## src/rtl/fetch_unit_pkg.sv

```systemverilog
// Shared definitions for the fetch stage: instruction/word widths, NOP encoding, queue entry layout.
// Optional build macro FETCH_STAT_EN adds bubble/flush counters to fetch_unit.
`ifndef FETCH_INCLUDE_VH
`define FETCH_INCLUDE_VH
`define LEN_INST      32
`define LEN_WORD      32
`define INST_NOP      32'h0000_0013
`define RESET_PC      32'h0000_0000
`define LEN_IMEM_ADDR 14
`endif

package fetch_unit_pkg;

    localparam int INST_W = `LEN_INST;
    localparam int WORD_W = `LEN_WORD;
    localparam logic [INST_W-1:0] INST_NOP = `INST_NOP;

    typedef struct packed {
        logic [INST_W-1:0] inst;
        logic [WORD_W-1:0] pc;
    } fetch_entry_t;

    localparam int ENTRY_W = $bits(fetch_entry_t);

    function automatic logic [WORD_W-1:0] pc_step(input logic [WORD_W-1:0] pc);
        return pc + WORD_W'(4);
    endfunction

endpackage

```

## src/rtl/fetch_queue.sv

```systemverilog
// Small circular FIFO buffering fetched {inst, pc} words; flush beats push, head is read combinationally.
// Unaffected by the FETCH_STAT_EN build macro.
module fetch_queue #(
    parameter int DEPTH = 2,
    parameter int WIDTH = 64,
    localparam int OCC_W = $clog2(DEPTH + 1),
    localparam int PTR_W = (DEPTH > 1) ? $clog2(DEPTH) : 1
) (
    input  logic             clk,
    input  logic             srst,
    input  logic             push,
    input  logic [WIDTH-1:0] push_data,
    input  logic             pop,
    input  logic             flush,
    output logic [OCC_W-1:0] occ,
    output logic [WIDTH-1:0] head_data
);

    logic [WIDTH-1:0] mem_reg [DEPTH];
    logic [PTR_W-1:0] rd_ptr_reg;
    logic [PTR_W-1:0] wr_ptr_reg;
    logic [OCC_W-1:0] occ_reg;
    logic [DEPTH-1:0] wen;
    logic             push_eff;
    logic             pop_eff;

    assign push_eff = push & ~flush & ~srst;
    assign pop_eff  = pop & ~flush & ~srst & (occ_reg != '0);

    function automatic logic [PTR_W-1:0] ptr_inc(input logic [PTR_W-1:0] p);
        return (p == PTR_W'(DEPTH - 1)) ? '0 : p + PTR_W'(1);
    endfunction

    for (genvar gi = 0; gi < DEPTH; gi++) begin : g_wen
        assign wen[gi] = push_eff && (wr_ptr_reg == PTR_W'(gi));
    end

    // Payload storage needs no reset; occupancy alone decides validity.
    always_ff @(posedge clk) begin
        for (int i = 0; i < DEPTH; i++) begin
            if (wen[i]) mem_reg[i] <= push_data;
        end
    end

    always_ff @(posedge clk) begin
        if (srst || flush) begin
            rd_ptr_reg <= '0;
            wr_ptr_reg <= '0;
            occ_reg    <= '0;
        end else begin
            if (push_eff) wr_ptr_reg <= ptr_inc(wr_ptr_reg);
            if (pop_eff)  rd_ptr_reg <= ptr_inc(rd_ptr_reg);
            occ_reg <= occ_reg + OCC_W'(push_eff) - OCC_W'(pop_eff);
        end
    end

    assign occ       = occ_reg;
    assign head_data = mem_reg[rd_ptr_reg];

endmodule

```

## src/rtl/fetch_unit.sv

```systemverilog
// Instruction fetch: sequential PC generation, BRAM read issue, response queue and redirect handling.
// Defining FETCH_STAT_EN adds saturating stat_bubble / stat_flush counters.
module fetch_unit
    import fetch_unit_pkg::*;
#(
    parameter logic [WORD_W-1:0] RESET_PC = `RESET_PC,
    parameter int                IMEM_AW  = `LEN_IMEM_ADDR,
    parameter int                QDEPTH   = 2
) (
    input  logic               clk,
    input  logic               rst,
    output logic               imem_en,
    output logic [IMEM_AW-1:0] imem_addr,
    input  logic [INST_W-1:0]  imem_rdata,
    output logic               o_valid,
    input  logic               o_ready,
    output logic [INST_W-1:0]  o_inst,
    output logic [WORD_W-1:0]  o_pc,
    input  logic               redirect_valid,
    input  logic [WORD_W-1:0]  redirect_pc
`ifdef FETCH_STAT_EN
    ,
    output logic [31:0]        stat_bubble,
    output logic [31:0]        stat_flush
`endif
);

    localparam int OCC_W = $clog2(QDEPTH + 1);

    logic [WORD_W-1:0] pc_q_reg;
    logic [WORD_W-1:0] inflight_pc_reg;
    logic              inflight_reg;
    logic [OCC_W-1:0]  occ;
    fetch_entry_t      head;
    fetch_entry_t      push_entry;
    logic              fire;
    logic              issue_seq;
    logic              q_push;
    logic              q_pop;
    logic              q_flush;

    assign o_valid = (occ != '0);
    assign fire    = o_valid & o_ready;

    // Budget counts words already held, plus the one returning now, minus the one leaving now.
    assign issue_seq = (int'(occ) + int'(inflight_reg) - int'(fire)) < QDEPTH;

    assign imem_en   = ~rst & (redirect_valid | issue_seq);
    assign imem_addr = redirect_valid ? redirect_pc[IMEM_AW+1:2] : pc_q_reg[IMEM_AW+1:2];

    assign push_entry = '{inst: imem_rdata, pc: inflight_pc_reg};
    assign q_flush    = rst | redirect_valid;
    assign q_push     = inflight_reg & ~q_flush;
    assign q_pop      = fire & ~q_flush;

    fetch_queue #(
        .DEPTH (QDEPTH),
        .WIDTH (ENTRY_W)
    ) u_queue (
        .clk       (clk),
        .srst      (rst),
        .push      (q_push),
        .push_data (push_entry),
        .pop       (q_pop),
        .flush     (q_flush),
        .occ       (occ),
        .head_data (head)
    );

    always_ff @(posedge clk) begin
        if (rst) begin
            pc_q_reg        <= RESET_PC;
            inflight_reg    <= 1'b0;
            inflight_pc_reg <= RESET_PC;
        end else if (redirect_valid) begin
            pc_q_reg        <= pc_step(redirect_pc);
            inflight_reg    <= 1'b1;
            inflight_pc_reg <= redirect_pc;
        end else begin
            inflight_reg <= issue_seq;
            if (issue_seq) begin
                pc_q_reg        <= pc_step(pc_q_reg);
                inflight_pc_reg <= pc_q_reg;
            end
        end
    end

    assign o_inst = o_valid ? head.inst : INST_NOP;
    assign o_pc   = o_valid ? head.pc   : '0;

`ifdef FETCH_STAT_EN
    logic [31:0] stat_bubble_reg;
    logic [31:0] stat_flush_reg;

    always_ff @(posedge clk) begin
        if (rst) begin
            stat_bubble_reg <= '0;
            stat_flush_reg  <= '0;
        end else begin
            if (!o_valid && stat_bubble_reg != '1)
                stat_bubble_reg <= stat_bubble_reg + 32'd1;
            if (redirect_valid && stat_flush_reg != '1)
                stat_flush_reg <= stat_flush_reg + 32'd1;
        end
    end

    assign stat_bubble = stat_bubble_reg;
    assign stat_flush  = stat_flush_reg;
`endif

endmodule

```

## config.mk

```make
export PLATFORM = sky130hd
export DESIGN_NAME = fetch_unit
export DESIGN_NICKNAME = d
export VERILOG_FILES = /design/src/rtl/fetch_unit_pkg.sv /design/src/rtl/fetch_queue.sv /design/src/rtl/fetch_unit.sv
export SDC_FILE = /design/constraint.sdc
export NUM_CORES = 1
export LEC_CHECK = 0
export ABC_CLOCK_PERIOD_IN_PS = 6200
export CAP_MARGIN = 10
export CORE_MARGIN = 2
export CORE_UTILIZATION = 42
export DETAILED_ROUTE_END_ITERATION = 12
export GPL_TIMING_DRIVEN = 0
export PLACE_DENSITY = 0.65
export SLEW_MARGIN = 20
export SYNTH_ARGS = -nofsm -noshare
export SYNTH_HDL_FRONTEND = slang
export SYNTH_SLANG_ARGS = --single-unit
export TNS_END_PERCENT = 1
```

## constraint.sdc

```tcl
create_clock -name clk -period 6.2 [get_ports clk]
set_input_delay 0.93 -clock clk [delete_from_list [all_inputs] [get_ports clk]]
set_output_delay 0.93 -clock clk [all_outputs]
set_load 0.05 [all_outputs]
```

# == Word level (Yosys, flattened, before mapping) ==
# Memory sizes are Yosys's and may differ from the RTL's. A register that Yosys moved wholly into a read port is not among the register bits.
# Cells that the tools add are included.
# word_totals
inputBits,68
mem_count,1
ramBits,128
regBits,69
# memory_table
memory,words,width,read_ports,rd_ports_with_merged_regs,write_ports,line_no,rtl
u_queue.mem_reg,2,64,1,1,1,fetch_queue.sv:19,logic [WIDTH-1:0] mem_reg [DEPTH];
# op_classes
add_sub_neg,8
reduce_logical,6
bitwise_logic,14
muxes,19
n_lt_le_gt_ge,1
# op_table
op,n
$mux 32,6
$add 32x3->32 const B,2
$mux 64,1
$reduce_or 64->1,1
$mux 14,1
$mux 1,11
$and 1x1->1,9
$lt 4x3->1 const B,1
$reduce_bool 2->1,2
$sub 3x1->4,1
$add 2x1->3,1
$not 1->1,3
$add 1x1->1 const B,2
$add 2x1->2,1
$logic_and 1x1->1,2
$or 1x1->1,2
$sub 2x1->2,1
$logic_or 1x1->1,1

# == Longest topological paths before layout ==
# depth
ltp_word,10
ltp_mapped,15
ltp_nobuf,13

# == Cells and area by module ==
# A second synthesis with hierarchy kept.
# hier_totals
cells_unflattened,738
hier_area_um2,9190.1
# by_module_without_submodules
module,cells_each,instances,area_per_inst_um2,seq_area_each_um2
fetch_queue,222,1,5167.5,3943.8
fetch_unit,516,1,4022.6,1301.2

# == Worst setup path before layout ==
# No wires, ideal clock.
# synth_timing
path_kind,input to register
from,input port redirect_valid
to,memory u_queue.mem_reg[0][0] (enable)
arrival_time_ns,4.876
n_path_buf,5
setup_ns,0.494
setup_slack_ns,0.830
cell_stages,8
cell_sequence,buf_6 > buf_6 > buf_4 > buf_2 > buf_2 > nor2_1 > and2_1 > nor2b_1
# synth_between
elab_cells_between_ends,14
cone_classes,mux: 6; bitwise: 5; reduce/logical: 3
# synth_lines
item,line_no,rtl
from (decl),fetch_unit.sv:19,"input logic redirect_valid,"
$or 1x1->1 (*),fetch_unit.sv:52,assign q_flush = rst | redirect_valid;
$not 1->1 (*),"fetch_queue.sv:27, fetch_unit.sv:53",
$and 1x1->1,fetch_unit.sv:53,assign q_push = inflight_reg & ~q_flush;
$and 1x1->1 (*) (2 in a row),fetch_queue.sv:27,assign push_eff = push & ~flush & ~srst;
named net u_queue.push_eff,fetch_queue.sv:24,logic push_eff;
$logic_and 1x1->1 (*),fetch_queue.sv:35,assign wen[gi] = push_eff && (wr_ptr_reg == PTR_W'(gi));
named net u_queue.wen[0],fetch_queue.sv:23,logic [DEPTH-1:0] wen;
$mux 1 (*),fetch_queue.sv:41,if (wen[i]) mem_reg[i] <= push_data;
$mux 1 (not written as such) (*),fetch_queue.sv:41,
$mux 1 (no source line) (*),-,
to (decl),fetch_queue.sv:19,
# The timed path passes the listed nets; every way through them passes the cells marked *.

# == Worst setup path in the final report ==
# layout_timing
from,register u_queue.occ_reg[1] (netlist: u_queue.occ[1])
to,output port imem_en
# layout_between
elab_chain_len,6
elab_cells_between_ends,7
cone_classes,add/sub: 2; order compare: 1; bitwise: 3; reduce/logical: 1
# layout_rtl
item,line_no,rtl
from (decl),fetch_queue.sv:22,logic [OCC_W-1:0] occ_reg;
from (signal assigned),fetch_queue.sv:53,occ_reg <= occ_reg + OCC_W'(push_eff) - OCC_W'(pop_eff);
branches (longest 2 deep; another with $add 2x1->3),-,
$sub 3x1->4 (*),fetch_unit.sv:46,assign issue_seq = (int'(occ) + int'(inflight_reg) - int'(fire)) < QDEPTH;
$lt 4x3->1 (*),fetch_unit.sv:46,
$or 1x1->1 (*),fetch_unit.sv:48,assign imem_en = ~rst & (redirect_valid | issue_seq);
$and 1x1->1 (*),fetch_unit.sv:48,
to (decl),fetch_unit.sv:12,"output logic imem_en,"
# Every way passes the cells marked *.

==> load_flow_metrics.sql <==
INSERT INTO impl_metrics (metric_group, metric, value, unit) VALUES
('status', 'status', 'finished clean', ''),
('global_routing', 'first_global_vias', '6158', ''),
('global_routing', 'maximum_number_of_pins_on_one_net_before_global_route_repair', '46', ''),
('final_layout', 'final_core_util', '0.546', ''),
('critical_path', 'worst_setup_path_start_kind', 'flip-flop', ''),
('final_layout', 'n_antenna_cell', '0', ''),
('power', 'worst_ir_drop_vdd', '0.182', 'mV'),
('critical_path', 'worst_reg2reg_path_startpoint', 'u_queue.occ[1]$_SDFF_PP0_', ''),
('route', 'ant_nets', '0', ''),
('power', 'share_clk_of_total_power', '0.370', ''),
('global_routing', 'groute.usage.overall', '0.196', ''),
('power', 'power_frac_comb', '0.116', ''),
('clocking', 'worstSkewPairLatency', '0.44', 'ns'),
('timing', 'maxSlewHeadroom', '0.480', ''),
('critical_path', 'cp_num_buf_inv', '5', ''),
('floorplanning', 'floorplan.core_area', '20800', 'um2'),
('power', 'switchingPower', '754', 'uW'),
('placed_design', 'routabilityCongestion', '0.936', ''),
('synth', 'synth_area_per_cell', '11.6', 'um2'),
('critical_path', 'crit_path_max_fanout', '10', ''),
('route', 'routed_via_density', '5.22', ''),
('clocking', 'number_of_gates_resized_after_cts', '0', ''),
('final_layout', 'largest_register_ff_count', '128', ''),
('synth', 'syn-cell-area', '8840', 'um2'),
('final_layout', 'num-nets-final', '1010', ''),
('synth', 'synth.net_count', '840', ''),
('synth', 'synth_area_leaders', 'sky130_fd_sc_hd__edfxtp_1, sky130_fd_sc_hd__dfxtp_1, sky130_fd_sc_hd__mux2i_1', ''),
('power', 'portion_of_total_power_attributed_to_sequential_cells', '0.514', ''),
('critical_path', 'critPathCaptureType', 'primary output', ''),
('timing', 'fin_crit_sh', '0.933', ''),
('clocking', 'clock_tree_from_tritoncts', 'built', ''),
('hold_path', 'hold_start', 'inflight_pc_reg[27]$_SDFFE_PP0P_', ''),
('placed_design', 'postPlaceCellArea', '10800', 'um2'),
('clocking', 'cts.path.max_buffers', '2', ''),
('power', 'power_per_cell_area', '256', 'nW/um2'),
('clocking', 'htree_levels', '4', ''),
('clocking', 'post_cts_buffers', '0', ''),
('synth', 'synth_warnings', '0', ''),
('placed_design', 'hpwl', '15.3', 'mm'),
('critical_path', 'worst_path_largest_cell_delay', '0.73', 'ns'),
('floorplanning', 'die_height', '149', 'um'),
('synth', 'synth-edff-count', '128', ''),
('critical_path', 'critPathLaunch', 'u_queue.occ[1]$_SDFF_PP0_', ''),
('route', 'routedWlPerCell', '17.5', 'um'),
('timing', 'max_freq', '173', 'MHz'),
('synth', 'synth_top_cell_by_area', 'sky130_fd_sc_hd__edfxtp_1', ''),
('placed_design', 'io_buffers', '147', ''),
('timing', 'grt_setup_unrepaired', 'false', ''),
('floorplanning', 'start_util', '0.425', ''),
('critical_path', 'gate_family_responsible_for_the_most_delay_along_the_worst_path', 'buffers and inverters', ''),
('timing', 'setup_violations', '0', ''),
('global_routing', 'grt_remaining_overflow', '0', ''),
('timing', 'finalCriticalPeriod', '5.79', 'ns'),
('critical_path', 'worst_path_required_time', '5.27', 'ns'),
('synth', 'synth-main-ff-cell', 'sky130_fd_sc_hd__edfxtp_1', ''),
('critical_path', 'critPathArrivalTime', '4.86', 'ns'),
('critical_path', 'crit_chain', 'nor2_2, inv_1, nand2_1, inv_1, ha_1, nand2b_1, fa_1, xnor2_1, a32oi_1, and2_1, clkbuf_1, clkbuf_1, nor2_1, clkdlybuf4s50_1', ''),
('floorplanning', 'die_width', '149', 'um'),
('synth', 'yosys_register_bits', '198', ''),
('synth', 'yosys.area.top_type_share', '0.435', ''),
('timing', 'finClkSkew', '0.0125', 'ns'),
('global_routing', 'initial_antenna_violation_count', '0', ''),
('clocking', 'post_cts_hold_buffer_count', '0', ''),
('final_layout', 'final_layout_size_suffix_gt1_frac', '0.0749', ''),
('clocking', 'clock_tree.root_cell', 'sky130_fd_sc_hd__clkbuf_16', ''),
('floorplanning', 'design.die.area', '22200', 'um2'),
('route', 'drt_wl_total', '21.4', 'mm'),
('clocking', 'tritoncts_num_sinks', '198', ''),
('floorplanning', 'num_io_pins', '148', ''),
('power', 'cellInternalPower', '2.15', 'mW'),
('synth', 'sequential_element_share_of_the_synthesized_area', '0.593', '');
[metrics by stage]
stage | hold slack (ns) | setup WS, ns | cells | setup TNS (ns) | total power, mW
after floorplan | 0.425 | 0.830 | 765 | 0 | 1.71
after global placement | 0.432 | -1.70 | 1187 | -108.35 | 1.85
after detailed placement | 0.444 | 0.554 | 1191 | 0 | 1.86
after CTS | 0.461 | 0.0273 | 1223 | 0 | 2.93
after global routing | 0.484 | 0.0854 | 1223 | 0 | 3.01
final | 0.454 | 0.413 | 1223 | 0 | 2.91
[Yosys cell counts (3+ instances only)]
cell type / count
sky130_fd_sc_hd__nor2_1: 135
sky130_fd_sc_hd__edfxtp_1: 128
sky130_fd_sc_hd__mux2i_1: 95
sky130_fd_sc_hd__dfxtp_1: 70
sky130_fd_sc_hd__nand2_1: 43
sky130_fd_sc_hd__a21oi_1: 32
sky130_fd_sc_hd__clkbuf_1: 28
sky130_fd_sc_hd__xnor2_1: 26
sky130_fd_sc_hd__a211oi_1: 21
sky130_fd_sc_hd__inv_1: 19
sky130_fd_sc_hd__nand3_1: 18
sky130_fd_sc_hd__nor3_1: 15
sky130_fd_sc_hd__buf_2: 9
sky130_fd_sc_hd__nand3b_1: 9
sky130_fd_sc_hd__o21ai_0: 9
sky130_fd_sc_hd__nand4_1: 8
sky130_fd_sc_hd__nor4_1: 8
sky130_fd_sc_hd__and2_1: 6
sky130_fd_sc_hd__ha_1: 6
sky130_fd_sc_hd__buf_1: 5
sky130_fd_sc_hd__nand4b_1: 5
sky130_fd_sc_hd__o31a_1: 5
sky130_fd_sc_hd__nand2b_1: 4
sky130_fd_sc_hd__a22oi_1: 3
sky130_fd_sc_hd__and3_1: 3
sky130_fd_sc_hd__mux2_2: 3
sky130_fd_sc_hd__nor2b_1: 3
sky130_fd_sc_hd__o211ai_1: 3
sky130_fd_sc_hd__o22ai_1: 3
sky130_fd_sc_hd__o31ai_1: 3
sky130_fd_sc_hd__or3_1: 3
sky130_fd_sc_hd__xor2_1: 3
[cells by family (layout without fill, tap and decap cells)]
group	after synthesis	in the layout	share of synthesized area
muxes	99	99	0.113
DFF	198	198	0.593
buffers and inverters	65	248	0.0314
adders and majority gates	7	7	0.0108
xor gates and xnor gates	29	29	0.0287
AOI/OAI and AO/OA	94	94	0.0721
and+or+nand+nor	273	273	0.151
[final timing paths]
kind / cells past startpoint / end / slack (ns)
setup / recovery: 14 / imem_en / 0.41
hold / removal: 0 / u_queue.mem_reg[0][27]$_DFFE_PP_ / 0.45
setup reg to reg: 14 / pc_q_reg[13]$_SDFFE_PP0P_ / 1.94
hold reg to reg: 0 / u_queue.mem_reg[0][27]$_DFFE_PP_ / 0.45
[cell usage in the layout, fill, tap and decap left out, types with 4 or more instances in the layout]
cell type / count
sky130_fd_sc_hd__nor2_1: 134
sky130_fd_sc_hd__nand3b_1: 9
sky130_fd_sc_hd__nand3_1: 18
sky130_fd_sc_hd__o31a_1: 5
sky130_fd_sc_hd__buf_1: 5
sky130_fd_sc_hd__clkdlybuf4s50_1: 147
sky130_fd_sc_hd__dfxtp_1: 70
sky130_fd_sc_hd__nor4_1: 8
sky130_fd_sc_hd__nor3_1: 15
sky130_fd_sc_hd__xnor2_1: 26
sky130_fd_sc_hd__nand4_1: 8
sky130_fd_sc_hd__edfxtp_1: 128
sky130_fd_sc_hd__nand4b_1: 5
sky130_fd_sc_hd__buf_2: 9
sky130_fd_sc_hd__and2_1: 6
sky130_fd_sc_hd__inv_1: 19
sky130_fd_sc_hd__a211oi_1: 21
sky130_fd_sc_hd__clkbuf_16: 18
sky130_fd_sc_hd__nand2b_1: 4
sky130_fd_sc_hd__a21oi_1: 32
sky130_fd_sc_hd__nand2_1: 43
sky130_fd_sc_hd__inv_6: 4
sky130_fd_sc_hd__mux2i_1: 95
sky130_fd_sc_hd__o21ai_0: 9
sky130_fd_sc_hd__clkbuf_1: 28
sky130_fd_sc_hd__ha_1: 6
[layout make-up]
cell class,instances,area [um2],share of cell area
flip-flops and latches,198,5250,0.462
multi-input cells,502,3340,0.294
repair buffers,151,1570,0.138
clock buffers,18,450,0.0397
well taps,275,344,0.0303
plain buffers,46,206,0.0182
clock inverters,14,136,0.0120
inverters,19,71.3,0.00628
[routing by layer]
metal / part of all wire / global-route usage
met3: 0.054 / 0.0373
met4: 0.016 / 0.0576
met1: 0.45 / 0.269
met2: 0.48 / 0.318
met5: 0 / 0
[power groups by stage]
stage	registers, mW	clock network, mW	logic [mW]
6_report	1.49	1.07	0.338
5_1_grt	1.50	1.15	0.364
4_1_cts	1.49	1.10	0.338
3_5_place_dp	1.52	0	0.336
3_3_place_gp	1.52	0	0.329
2_1_floorplan	1.51	0	0.201
[worst register-to-register path, delay by kind of cell (launching register included)]
| kind | cells | cell delay, ns |
|---|---|---|
| and+or+nand+nor | 4 | 1.13 |
| DFF | 1 | 0.37 |
| xor gates and xnor gates | 1 | 0.15 |
| AOI/OAI and AO/OA | 3 | 0.67 |
| buffers and inverters | 4 | 1.11 |
| adders and majority gates | 2 | 0.69 |
No activity file was read; power rests on OpenSTA's default activity.
==> patch, RTL diff (same settings) <==
Build with the macro `FETCH_STAT_EN` defined.
--- a/src/rtl/fetch_unit.sv
+++ b/src/rtl/fetch_unit.sv
@@ -1,5 +1,7 @@
 // Instruction fetch: sequential PC generation, BRAM read issue, response queue and redirect handling.
 // Defining FETCH_STAT_EN adds saturating stat_bubble / stat_flush counters.
+`define FETCH_STAT_EN
+
 module fetch_unit
     import fetch_unit_pkg::*;
 #(
Check against the original RTL (old outputs only; new: stat_bubble and stat_flush): same outputs for any inputs over 4 cycles, from zero or initial values and one cycle with rst high; that may be too few to reach the edited logic, so the function may still have changed.
==> patch against the unedited design <==
  * Sequential share of layout area shrank 3.6 points
  * Setup slack gained 0.094 ns
  * Power grew 39%
  * Clock power grew 64%
  * Critical path depth is the same
  * Cell area grew 35%
  * Wire length grew 43%
  * Via count grew 44%
  * First-iteration DRC count grew 46%
  * Sequential cell count grew 64
  * Area after synthesis grew 32%
  * Largest cell class unchanged
==> patch: results (changes against the unedited design) <==
| Metric | Value |
|---|---|
| Global-route wire length before repair | 47,240 µm (was 33,410 µm) |
| Inverter count | 25 (was 19) |
| TritonCTS buffer count | 28 (was 17) |
| Status | complete, no violations (unchanged) |
| Worst-Skew Late Latency | 0.53 ns (was 0.44 ns) |
| WL met1 | 13,890 µm (was 9618 µm) |
| Seq. pwr | 0.00192 W (was 0.00149 W) |
| GRT met2 Usage | 32.88% (was 31.84%) |
| Clock sinks | 262 (was 198) |
| Number of nets in the layout | 1,425 (was 1,010) |
| DRT Wirelength | 30,610 µm (was 21,430 µm) |
| Routability cong. | 0.8855 (was 0.9361) |
| Clock skew | 0.01145 ns (was 0.01252 ns) |
| DR WL met3 | 2111 µm (was 1154 µm) |
| Clock buf/inv share | 6.531% (was 5.166%) |
| Initial antenna violation count | 1 (was 0) |
| Largest net degree at the start of global routing | 48 (was 46) |
| Static leakage | 5.208 nW (was 3.846 nW) |
| Highest routed layer | met5 (was met4) |
| GRT Total Usage | 20.51% (was 19.62%) |
| FILL cells | 2,433 (was 1,873) |
| Net Sw Frac | 23.51% (was 25.96%) |
| Hold Crit Start | inflight_pc_reg[8]$_SDFFE_PP0P_ (was inflight_pc_reg[27]$_SDFFE_PP0P_) |
| Arr. time, crit path | 4.76 ns (was 4.86 ns) |
| Synth top area cells | edfxtp_1, dfxtp_1, mux2i_1, nor2_1, xnor2_1 (unchanged) |
| Half-perimeter wire length after placement | 22,120 µm (was 15,330 µm) |
==> patch: cell count changes after synthesis, sizes merged, moves of 9 or more <==
cell,unedited run,this run
xor2,3,32
and4,0,9
nor2,135,185
nand3,19,51
dfxtp,70,134
xnor2,26,38
o21ai,10,33
nand4,10,32
a21oi,34,47
or3,3,20
nand2,43,68
==> patch: final timing paths <==
path                                       to  slack (ns)  cells after the start
min reg2reg   u_queue.mem_reg[0][8]$_DFFE_PP_        0.46                      0
max reg2reg  inflight_pc_reg[27]$_SDFFE_PP0P_        2.10                     14
min           u_queue.mem_reg[0][8]$_DFFE_PP_        0.46                      0
max                                   imem_en        0.51                     14
==> patch: per-stage QoR <==
step           setup WS [ns]  cell area [µm²]  cells
6_report              0.5071            15330   1748
5_1_grt               0.1677            15330   1748
4_1_cts               0.4757            15330   1748
3_5_place_dp          0.6828            14330   1696
3_3_place_gp          -1.382            14240   1693
2_1_floorplan          1.107            11670   1105
